File: src/rtl/nand_mover_pkg.sv
// Shared types for the NAND page mover: FSM states, transfer op codes and counter sizing.
package nand_mover_pkg;

    typedef enum logic [3:0] {
        IDLE, P_FETCH, P_WAIT, P_LO, P_HI, R_LO, R_WR, R_HI, DONE
    } state_t;

    typedef enum logic {OP_PROG, OP_READ} op_t;

    function automatic int cnt_width(input int words);
        return (words > 1) ? $clog2(words) : 1;
    endfunction

endpackage

File: src/rtl/nand_page_mover_strobe_timer.sv
// Loadable down-counter timing the low and high phases of the WE#/RE# strobes.
module strobe_timer #(
    parameter int W = 2
) (
    input  logic         clk,
    input  logic         rst_n,
    input  logic         load_i,
    input  logic [W-1:0] load_val_i,
    output logic         expire_o
);

    logic [W-1:0] cnt_q, cnt_d;

    always_comb begin
        cnt_d = cnt_q;
        if (load_i)
            cnt_d = load_val_i;
        else if (cnt_q != '0)
            cnt_d = cnt_q - 1'b1;
    end

    always_ff @(posedge clk) begin
        if (!rst_n) cnt_q <= '0;
        else        cnt_q <= cnt_d;
    end

    assign expire_o = (cnt_q == '0);

endmodule

File: src/rtl/nand_page_mover.sv
// Page mover between the page buffer controller port and NAND I/O pins.
// Optional NAND_MOVER_CHECKSUM_EN adds an XOR checksum of every word moved.
module nand_page_mover
    import nand_mover_pkg::*;
#(
    parameter int DATA_WIDTH = 16,
    parameter int PAGE_WORDS = 2048,
    parameter int STROBE_LO  = 2,
    parameter int STROBE_HI  = 2
) (
    input  logic                  clk,
    input  logic                  rst_n,
    input  logic                  start_prog,
    input  logic                  start_read,
    output logic                  busy,
    output logic                  done,
    output logic                  cntrl_sel,
    output logic                  cntrl_re,
    output logic                  cntrl_we,
    input  logic [DATA_WIDTH-1:0] cntrl_out,
    output logic [DATA_WIDTH-1:0] cntrl_in,
`ifdef NAND_MOVER_CHECKSUM_EN
    output logic [DATA_WIDTH-1:0] xfer_checksum,
`endif
    output logic [DATA_WIDTH-1:0] nand_io_out,
    output logic                  nand_io_oe,
    input  logic [DATA_WIDTH-1:0] nand_io_in,
    output logic                  nand_we_n,
    output logic                  nand_re_n
);

    localparam int CW   = cnt_width(PAGE_WORDS);
    localparam int TMAX = (STROBE_LO > STROBE_HI) ? STROBE_LO : STROBE_HI;
    localparam int TW   = $clog2(TMAX + 1);
    localparam logic [CW-1:0] LAST  = CW'(PAGE_WORDS - 1);
    localparam logic [TW-1:0] LO_LD = TW'(STROBE_LO - 1);
    localparam logic [TW-1:0] HI_LD = TW'(STROBE_HI - 1);

    state_t                state_q, state_d;
    logic [CW-1:0]         cnt_q, cnt_d;
    logic [DATA_WIDTH-1:0] io_out_q, cin_q;
    op_t                   start_op;
    logic                  start_any, tmr_load, tmr_exp;
    logic [TW-1:0]         tmr_val;

    assign start_any = start_prog | start_read;

    strobe_timer #(.W(TW)) u_timer (
        .clk        (clk),
        .rst_n      (rst_n),
        .load_i     (tmr_load),
        .load_val_i (tmr_val),
        .expire_o   (tmr_exp)
    );

    // Program takes priority when both starts arrive together.
    always_comb begin
        state_d  = state_q;
        cnt_d    = cnt_q;
        tmr_load = 1'b0;
        tmr_val  = LO_LD;
        start_op = start_prog ? OP_PROG : OP_READ;
        case (state_q)
            IDLE: if (start_any) begin
                if (start_op == OP_PROG) begin
                    state_d = P_FETCH;
                end else begin
                    state_d  = R_LO;
                    tmr_load = 1'b1;
                end
            end
            P_FETCH: state_d = P_WAIT;
            P_WAIT: begin
                state_d  = P_LO;
                tmr_load = 1'b1;
            end
            P_LO: if (tmr_exp) begin
                state_d  = P_HI;
                tmr_load = 1'b1;
                tmr_val  = HI_LD;
            end
            P_HI: if (tmr_exp) begin
                if (cnt_q == LAST) begin
                    state_d = DONE;
                end else begin
                    cnt_d   = cnt_q + 1'b1;
                    state_d = P_FETCH;
                end
            end
            R_LO: if (tmr_exp) state_d = R_WR;
            R_WR: begin
                state_d  = R_HI;
                tmr_load = 1'b1;
                tmr_val  = HI_LD;
            end
            R_HI: if (tmr_exp) begin
                if (cnt_q == LAST) begin
                    state_d = DONE;
                end else begin
                    cnt_d    = cnt_q + 1'b1;
                    state_d  = R_LO;
                    tmr_load = 1'b1;
                end
            end
            DONE: begin
                state_d = IDLE;
                cnt_d   = '0;
            end
            default: state_d = IDLE;
        endcase
    end

    always_ff @(posedge clk) begin
        if (!rst_n) begin
            state_q  <= IDLE;
            cnt_q    <= '0;
            io_out_q <= '0;
            cin_q    <= '0;
        end else begin
            state_q <= state_d;
            cnt_q   <= cnt_d;
            if (state_q == P_WAIT)
                io_out_q <= cntrl_out;
            if (state_q == R_LO && tmr_exp)
                cin_q <= nand_io_in;
        end
    end

`ifdef NAND_MOVER_CHECKSUM_EN
    logic [DATA_WIDTH-1:0] csum_q;

    always_ff @(posedge clk) begin
        if (!rst_n)
            csum_q <= '0;
        else if (state_q == IDLE && start_any)
            csum_q <= '0;
        else if (state_q == P_WAIT)
            csum_q <= csum_q ^ cntrl_out;
        else if (state_q == R_LO && tmr_exp)
            csum_q <= csum_q ^ nand_io_in;
    end

    assign xfer_checksum = csum_q;
`endif

    // Output enable spans from the first P_WAIT until DONE, including later fetches.
    assign busy        = (state_q != IDLE) && (state_q != DONE);
    assign done        = (state_q == DONE);
    assign cntrl_sel   = busy;
    assign cntrl_re    = (state_q == P_FETCH);
    assign cntrl_we    = (state_q == R_WR);
    assign cntrl_in    = cin_q;
    assign nand_io_out = io_out_q;
    assign nand_io_oe  = (state_q == P_WAIT) || (state_q == P_LO) || (state_q == P_HI) ||
                         (state_q == P_FETCH && cnt_q != '0);
    assign nand_we_n   = (state_q != P_LO);
    assign nand_re_n   = (state_q != R_LO);

endmodule

File: config.mk
export PLATFORM = sky130hd
export DESIGN_NAME = nand_page_mover
export DESIGN_NICKNAME = d
export VERILOG_FILES = /design/src/rtl/nand_mover_pkg.sv /design/src/rtl/nand_page_mover_strobe_timer.sv /design/src/rtl/nand_page_mover.sv
export SDC_FILE = /design/constraint.sdc
export NUM_CORES = 1
export LEC_CHECK = 0
export BUFFER_PORTS_ARGS = -buffer_cell sky130_fd_sc_hd__buf_2
export CORE_MARGIN = 2
export CORE_UTILIZATION = 40
export CTS_CLUSTER_DIAMETER = 80
export DETAILED_ROUTE_END_ITERATION = 12
export PLACE_DENSITY = 0.68
export SYNTH_ARGS = -nofsm -noshare
export SYNTH_HDL_FRONTEND = slang
export SYNTH_SLANG_ARGS = --single-unit
File: constraint.sdc
create_clock -name clk -period 1.7 [get_ports clk]
set_clock_uncertainty 0.1 [all_clocks]
set_input_delay 0.085 -clock clk [delete_from_list [all_inputs] [get_ports clk]]
set_output_delay 0.085 -clock clk [all_outputs]
set_load 0.05 [all_outputs]
Yosys cells after proc, flatten, opt, wreduce, memory -nomap -nowiden
Cells that the tools add are included.
{ "totals": {"output_inout_bits": 40, "mem_count": 0, "word_cells": 67, "romBits": 0, "in_bits": 36, "ramBits": 0, "reg_bits": 49, "latch_bits": 0} }
{ "classes": {"shifts": 0, "n_lt_le_gt_ge": 0, "reduce_logical": 18, "add_sub_neg": 2, "n_mul": 0, "div": 0, "muxes": 20, "bitwise": 2, "n_eq_ne": 19} }
{ "ops": {"columns": ["operator", "n"], "rows": [
  ["case mux 4 bit (8 select lines)", 1],
  ["2-to-1 mux 4 bit", 7],
  ["2-to-1 mux 11 bit", 2],
  ["case mux 11 bit (2 select lines)", 1],
  ["equality test 4 x 3 -> 1 bit (second input constant)", 4],
  ["inequality test 2 bit (second input constant)", 6],
  ["adder 11 x 1 -> 11 bit (second input constant)", 1],
  ["equality test 11 bit (second input constant)", 1],
  ["nonzero test 11 bit", 1],
  ["equality test 4 x 2 -> 1 bit (second input constant)", 2],
  ["2-to-1 mux 1 bit", 7],
  ["nonzero test 2 bit", 3],
  ["OR reduction 2 bit", 3],
  ["AND reduction 5 bit", 1],
  ["equality test 4 x 1 -> 1 bit (second input constant)", 1],
  ["equality test 4 bit (second input constant)", 1],
  ["zero test 4 bit", 1],
  ["inequality test 4 x 2 -> 1 bit (second input constant)", 1],
  ["inequality test 4 x 3 -> 1 bit (second input constant)", 1],
  ["inequality test 4 bit (second input constant)", 1],
  ["case mux 1 bit (4 select lines)", 1],
  ["nonzero test 4 bit", 1],
  ["logical AND 1 bit", 3],
  ["logical OR 1 bit", 3],
  ["7 further kinds", 7]
]} }

Logic depth before layout (Yosys ltp)
Gate-level depths: netlist of run 1.
{ "depth": {"ltp_word": 5, "ltp_mapped": 7, "depth_no_buf": 6} }

By module
Synthesis of run 1 repeated with hierarchy kept, for this count alone.
{ "hier_totals": {"hier_cells": 281, "area_unflattened_um2": 2293.4} }
{ "by_module_without_submodules": {"columns": ["module", "seq_area_each_um2", "area_per_inst_um2", "cells_per_inst", "n_inst"], "rows": [
  ["nand_page_mover", 940.9, 2169.6, 268, 1],
  ["strobe_timer", 40.0, 123.9, 13, 1]
]} }

Least setup slack after synthesis of run 1
No wires, ideal clock.
{ "synth_path": {"path_type": "register -> register", "from": "reg state_q[3]", "to": "reg cnt_q[2]", "required_ns": 1.528, "stages_incl_launch_ff": 7, "path_buffers": 2, "path_slack_ns": -0.711, "arrival_ns": 2.240, "synth_period_minus_slack_ns": 2.411, "setup_time_ns": 0.072, "cell_sequence": "dfxtp_1 > buf_2 > nor4b_2 > a41oi_1 > buf_4 > a211oi_2 > mux2i_1"} }
{ "synth_between": {"elab_cells_between_ends": 9, "classes_between": "5 x eq/ne; 1 x mux; 3 x reduce/logical"} }
{ "synth_lines": {"columns": ["element", "line_no", "text"], "rows": [
  ["start: declaration", "nand_page_mover.sv:39", "state_t state_q, state_d;"],
  ["start signal: assignment", "nand_page_mover.sv:120", "state_q <= state_d;"],
  ["equality test 4 bit *", null, null],
  ["net done", "nand_page_mover.sv:16", "output logic done,"],
  ["nonzero test 2 bit (no source line)", null, null],
  ["AND reduction 3 bit (no source line)", null, null],
  ["end signal: assignment", "nand_page_mover.sv:121", "cnt_q <= cnt_d;"],
  ["end: declaration", "nand_page_mover.sv:40", "logic [CW-1:0] cnt_q, cnt_d;"]
]} }
Mark *: on every way through the listed nets, which the timed path passes. The rest lies on a longest branch.
A chain may end at the register's enable or synchronous reset.

Final worst setup path of run 1
{ "layout_path": {"from": "reg cnt_q[6]", "to": "out nand_io_oe"} }
{ "layout_between": {"elab_chain_len": 3} }
{ "layout_rtl": {"columns": ["element", "line_no", "text"], "rows": [
  ["nonzero test 11 bit", "nand_page_mover.sv:155", "(state_q == P_FETCH && cnt_q != '0);"],
  ["logical AND 1 bit", "nand_page_mover.sv:155", null],
  ["logical OR 1 bit", "nand_page_mover.sv:154", "assign nand_io_oe = (state_q == P_WAIT) || (state_q == P_LO) || (state_q == P_HI) ||"],
  ["end: declaration", "nand_page_mover.sv:26", "output logic nand_io_oe,"]
]} }
Every way passes these cells.

==> results of run 1 <==
-- cells by family (layout without fill, tap and decap cells) --
family / Yosys count / after routing
flops: 49 / 49
simple gates: 141 / 141
mux: 9 / 9
buf+inv: 32 / 157
compound gates: 61 / 61
fa+ha+maj: 3 / 3
xor+xnor: 2 / 2
-- worst paths after layout --
| kind | startpoint | endpoint | cells past startpoint |
|---|---|---|---|
| setup / recovery | cnt_q[6]$_SDFFE_PN0P_ | nand_io_oe | 6 |
| hold / removal | rst_n | cnt_q[8]$_SDFFE_PN0P_ | 4 |
| setup reg to reg | cnt_q[0]$_SDFFE_PN0P_ | cnt_q[8]$_SDFFE_PN0P_ | 5 |
| hold reg to reg | cntrl_in[13]$_SDFFE_PN0P_ | cntrl_in[13]$_SDFFE_PN0P_ | 2 |
-- placed cells by master, fill, tap and decap left out, types with 3 or more instances in the layout --
master,n
nand2_1,89
buf_2,72
dfxtp_1,39
dlygate4sd3_1,32
buf_4,30
a21boi_1,27
mux2i_1,9
dfxtp_2,9
nand2b_1,8
nor2_1,7
a211oi_2,7
inv_1,6
a21boi_0,6
nand3_1,5
clkbuf_8,5
buf_6,5
and2_1,4
a21oi_2,3
and3_1,3
nand4_1,3
o21a_1,3
-- flip-flops by register name, indices dropped and copies added, names as in the netlist --
name and count:
cnt_q 11, cntrl_in 16, u_timer.cnt_q 2, state_q 4, nand_io_out 16
-- cell usage after synthesis (all sizes together), types with 2 or more instances --
cell and number:
nand2 89, dfxtp 49, a21boi 33, buf 15
a211oi 10, clkbuf 9, mux2i 9, nand2b 9
inv 8, nor2 7, nand3 6, a21oi 5
and2 4, nor3 4, nor4 4, and3 3
ha 3, nand4 3, nor2b 3, nor4b 3
o21a 3, o21ai 3, o211ai 2, or3 2
xnor2 2
-- power groups by stage --
stage | Clock [mW] | Combinational, mW | Sequential [mW]
3_5_place_dp | 0 | 1.92 | 1.41
6_report | 0.691 | 2.11 | 1.39
4_1_cts | 0.717 | 2.02 | 1.38
2_1_floorplan | 0 | 1.12 | 1.69
3_3_place_gp | 0 | 1.90 | 1.40
5_1_grt | 0.770 | 2.28 | 1.40
-- final cells by class --
cell class                      instances  share of cell area
Clock buffer                            6              0.0201
Inverter                                8             0.00831
Clock inverter                          2             0.00415
Timing Repair Buffer                  141               0.277
Tap cell                               75              0.0260
Multi-Input combinational cell        216               0.389
Sequential cell                        49               0.276
-- through the flow --
stage / cells / total power [mW] / worst slack, ns / utilization / hold WS, ns
floorplan: 297 / 2.81 / -0.249 / - / 0.120
global placement: 455 / 3.30 / 0.0586 / 0.520 / 0.225
detailed placement: 455 / 3.33 / 0.0168 / 0.520 / 0.231
CTS: 496 / 4.12 / -0.0295 / 0.599 / 0.133
global route: 497 / 4.46 / -0.158 / 0.614 / 0.165
finish: 497 / 4.19 / -0.0827 / 0.614 / 0.145
-- worst max-delay path, cell delays in order (launching register included) --
cell and delay [ns]:
dfxtp_2 0.34, buf_6 0.12, nor4_4 0.27, nand4b_1 0.18, a21oi_2 0.17, a21oi_2 0.07
buf_6 0.15
-- timing repair --
item | 4_1_cts | 5_1_grt
hold endpoints to repair | 32 | 0
gates resized for setup | 14 | 25
hold buffers | 32 | 0
buffers inserted | 2 | 0
pin swaps | 7 | 2
setup endpoints to repair | 4 | 24
cloned | 0 | 1
-- per-layer routing --
layer / vias up / wire length [um] / part of all wire / GRT usage
met4: 0 / 46 / 0.0068 / 0.0433
li1: 1251 / - / - / -
met3: 5 / 415 / 0.061 / 0.0473
met2: 69 / 3180 / 0.47 / 0.364
met1: 1103 / 3140 / 0.46 / 0.232
met5: - / 0 / 0 / 0
==> impl_metrics.py, run 1 <==
metrics = {
    "outcome": {
        "status": "finished with violations",
        "violations": "setup timing",
    },
    "drt": {
        "dr.pass1.iters": 4,
        "avgRoutedWirePerCell_um": 13.6,
        "drtIter0Drc": 108,
        "antenna_left": 0,
        "vias_per_cell": 4.89,
        "drt-total-wl_mm": 6.78,
        "drc": 0,
        "via_count": 2428,
    },
    "clocking": {
        "cts_num_sinks": 49,
        "cts_tree": "done",
        "clk_latency_ns": 0.30,
        "cts_buffer_depth": 2,
        "htreeDepth": 2,
        "numCtsBuffers": 5,
        "root_buffer": "clkbuf_8",
        "clkTransAtPathRegs_ns": 0.10,
    },
    "placed_design": {
        "dpl_cell_area_um2": 3060,
        "dp_hpwl_mm": 4.26,
        "port_buffers": 75,
        "gp_congestion": 0.806,
    },
    "timing": {
        "rsz0062_at_grt": "true",
        "final.setup.worst_slack_ns": -0.0827,
        "setup_viol": 1,
        "fmax_mhz": 561,
        "tightest_slew_ns": 0.325,
        "setup_tns_ns": -0.0827,
        "hold_viol": 0,
        "post-route-period-util": 1.05,
        "final_max_slew_viol_count": 0,
        "slew-limit-headroom": 0.782,
        "period_minus_slack_ns": 1.78,
    },
    "synth": {
        "synth_top_area_frac": 0.405,
        "yosysTopAreaCell": "dfxtp_1",
        "synthSimpleGateAreaFrac": 0.272,
        "synth_cell_types": 42,
        "synthMuxAreaShare": 0.0372,
        "postSynthAreaPerCell_um2": 8.16,
        "ys.flop_type": "dfxtp_1",
        "synth_edf_count": 0,
        "synth_compound_area_frac": 0.201,
        "synth_xor_area_frac": 0.00723,
        "synthesis.area_um2": 2420,
        "syn-num-nets": 336,
        "synthAdderAreaFrac": 0.0155,
        "synth_area_leaders": "dfxtp_1, nand2_1, a21boi_1",
        "ys_async_sr_fraction": 0,
        "yosysSeqAreaShare": 0.405,
        "ys_ff_latch": 49,
        "syn_inst": 297,
        "synth_top_family_by_area": "simple AND/OR/NAND/NOR gates",
        "ys.warnings.count": 0,
    },
    "cells_and_area": {
        "drive_above_1_share": 0.367,
        "nNetsFinal": 460,
        "areaGrowthSynthToFinish_pct": 49.1,
        "fill_cells": 505,
        "finish.instance_area_um2": 3610,
        "multi_input_comb_area_um2": 1410,
        "regArea_um2": 996,
        "antenna_cells": 0,
    },
    "floorplan": {
        "rows": 28,
        "core_area_um2": 5890,
        "pin_count": 76,
        "die_h_um": 81.8,
        "dieArea_um2": 6700,
        "start_util": 0.412,
        "die_x_um": 81.8,
    },
    "global_route": {
        "grt_pass1_vias": 2333,
        "antenna_found_initial": 0,
        "gr-total-overflow": 0,
        "grt_pass1_wl_mm": 10.4,
        "grt_max_degree": 38,
        "grt_use_total": 0.198,
    },
    "critical_path": {
        "crit_fanout": 4,
        "critPathLaunchType": "flip-flop",
        "path_class": "flip-flop to primary output",
        "worstPathRequired_ns": 1.51,
        "critPathCaptureType": "primary output",
        "cp.arrival_ns": 1.60,
        "r2r_slack_ns": 0.03,
    },
    "run": {
        "maxCapViolations": 0,
    },
    "power": {
        "ir_worst_vdd_uv": 897,
        "clockPowerShare": 0.165,
        "netSwitchingFraction": 0.439,
        "leakagePower_nw": 1.48,
        "power_frac_comb": 0.503,
        "power_frac_seq": 0.332,
        "p_switching_mw": 1.84,
        "intPower_mw": 2.35,
        "powerDensity_nw_per_um2": 1160,
    },
    "hold_path": {
        "hold_path_class": "primary input to flip-flop",
    },
}
No activity file was read; power rests on OpenSTA's default activity.
==> run 2, diff against run 1 <==
- PLACE_DENSITY: 0.68 -> 0.65
- SETUP_SLACK_MARGIN: not set -> 0.05
- clock period: 1.7 -> 2.1 ns (I/O delays scaled with it)
==> run 2 against run 1 <==
Effect of this change:
- the run now ends clean
- worst hold slack better by 0.021 ns
- sequential share of layout area up 1.8 points
- clock-buffer cell count is the same
- clock power grew 2.9%
- critical path depth is 1 lower
- global-route usage decreased by 1.4 points
- power shrank 21%
- sequential power fell by 19%
- via count is 3.3% lower
- flip-flop and latch count stayed put
- setup slack improved by 0.32 ns
- critical endpoint is now cnt_q[8]$_SDFFE_PN0P_
- highest routed layer unchanged
==> impl_metrics.py, run 2 (synthesis results as in run 1) <==
metrics = {
    "outcome": {
        "status": "complete, no violations",
    },
    "timing": {
        "post-route-period-util": 0.887,
        "final.setup.worst_slack_ns": 0.237,
        "tightest_slew_ns": 0.579,
        "period_minus_slack_ns": 1.86,
        "fmax_mhz": 537,
        "rsz0062_at_grt": "false",
        "setup_viol": 0,
        "hold_viol": 0,
        "final_max_slew_viol_count": 0,
        "slew-limit-headroom": 0.609,
        "setup_tns_ns": 0,
    },
    "clocking": {
        "root_buffer": "clkbuf_8",
        "htreeDepth": 2,
        "clk_latency_ns": 0.30,
        "post_cts_resized": 0,
        "clkTransAtPathRegs_ns": 0.09,
        "holdBufCountCts": 32,
        "numCtsBuffers": 5,
        "cts_tree": "done",
        "cts_buffer_depth": 2,
        "post_cts_buffers": 0,
        "cts_num_sinks": 49,
    },
    "cells_and_area": {
        "layout_commonest_cell": "nand2_1",
        "finish.utilization": 0.568,
        "nNetsFinal": 442,
        "drive_above_1_share": 0.272,
        "antenna_cells": 0,
        "layout_common_cells": "nand2_1, buf_2, dfxtp_1",
        "areaGrowthSynthToFinish_pct": 37.8,
        "fill_cells": 556,
    },
    "floorplan": {
        "dieArea_um2": 6700,
        "start_util": 0.412,
        "core_area_um2": 5890,
        "die_x_um": 81.8,
        "die_h_um": 81.8,
        "rows": 28,
        "pin_count": 76,
    },
    "drt": {
        "drtIter0Drc": 102,
        "antenna_left": 0,
        "vias_per_cell": 4.90,
        "via_count": 2347,
        "drt-total-wl_mm": 6.02,
        "drc": 0,
        "dr.pass1.iters": 4,
        "avgRoutedWirePerCell_um": 12.6,
    },
    "global_route": {
        "antenna_found_initial": 0,
        "grtUsageMet1": 0.232,
        "grt_max_degree": 38,
        "grt_pass1_vias": 2129,
        "grt_pass1_wl_mm": 9.76,
        "met3_usage": 0.0374,
        "grt_use_total": 0.184,
        "gr-total-overflow": 0,
        "top_usage_layer": "met2",
        "use_met2": 0.317,
    },
    "placed_design": {
        "dp_hpwl_mm": 3.97,
        "gp_congestion": 0.804,
        "post-place-ws_ns": 0.266,
        "port_buffers": 75,
    },
    "critical_path": {
        "worstPathRequired_ns": 2.25,
        "critPathLaunchType": "flip-flop",
        "path_class": "flip-flop to flip-flop",
        "cpPeakStageDelay_ns": 0.47,
        "cp.arrival_ns": 2.01,
        "crit_chain": "ha_1 > nand3_1 > a311o_1 > or4b_1 > nand2_1",
        "critPathCaptureType": "flip-flop",
        "crit_fanout": 5,
        "path_delay_family": "simple AND/OR/NAND/NOR gates",
        "critical-path-slowest-cell": "or4b_1",
        "crit_buf_inv": 0,
    },
    "hold_path": {
        "hold_path_class": "primary input to flip-flop",
    },
    "power": {
        "ir_worst_vdd_uv": 803,
        "total_power_mw": 3.31,
        "leakagePower_nw": 1.38,
        "powerDensity_nw_per_um2": 992,
    },
    "run": {
        "maxCapViolations": 0,
    },
}
[run 2: cell type report]
cell class                 instances  area (um^2)  area share
multi-input combinational        216         1300       0.389
sequential                        49          981       0.294
timing repair buffer             123          816       0.244
tap                               75         93.8      0.0281
clock buffer                       6         82.6      0.0247
clock inverter                     2         37.5      0.0112
inverter                           8         30.0     0.00899
[run 2: worst min-delay path, cell delays in order]
cell and delay [ns]:
buf_2 0.10, nor3b_1 0.05, o21ai_1 0.11, o41ai_1 0.09, nor2_1 0.08
[run 2: routing by layer]
metal / wire length [um] / vias up
li1: - / 1216
met1: 2880 / 1049
met2: 2670 / 77
met3: 407 / 5
met4: 63 / 0
met5: 0 / -
[run 2: where the power goes]
group	internal, mW	leakage [nW]	switching (mW)
logic	0.471	0.923	1.00
registers	1.04	0.397	0.0869
clock network	0.388	0.0574	0.324
[run 2: path summary, 6_finish.rpt]
check	from	slack, ns	end	cells after the start
setup / recovery	cnt_q[1]$_SDFFE_PN0P_	0.24	cnt_q[8]$_SDFFE_PN0P_	5
hold reg to reg	cntrl_in[1]$_SDFFE_PN0P_	0.35	cntrl_in[1]$_SDFFE_PN0P_	2
hold / removal	start_prog	0.17	u_timer.cnt_q[1]$_SDFFE_PP0P_	5
setup reg to reg	cnt_q[1]$_SDFFE_PN0P_	0.24	cnt_q[8]$_SDFFE_PN0P_	5
[run 2: metrics by stage]
step	std cells	instance area, um^2	hold WS, ns
3_3_place_gp	439	2900	0.243
4_1_cts	479	3340	0.161
6_report	479	3340	0.166
3_5_place_dp	439	2900	0.253
5_1_grt	479	3340	0.205
2_1_floorplan	297	2430	0.140
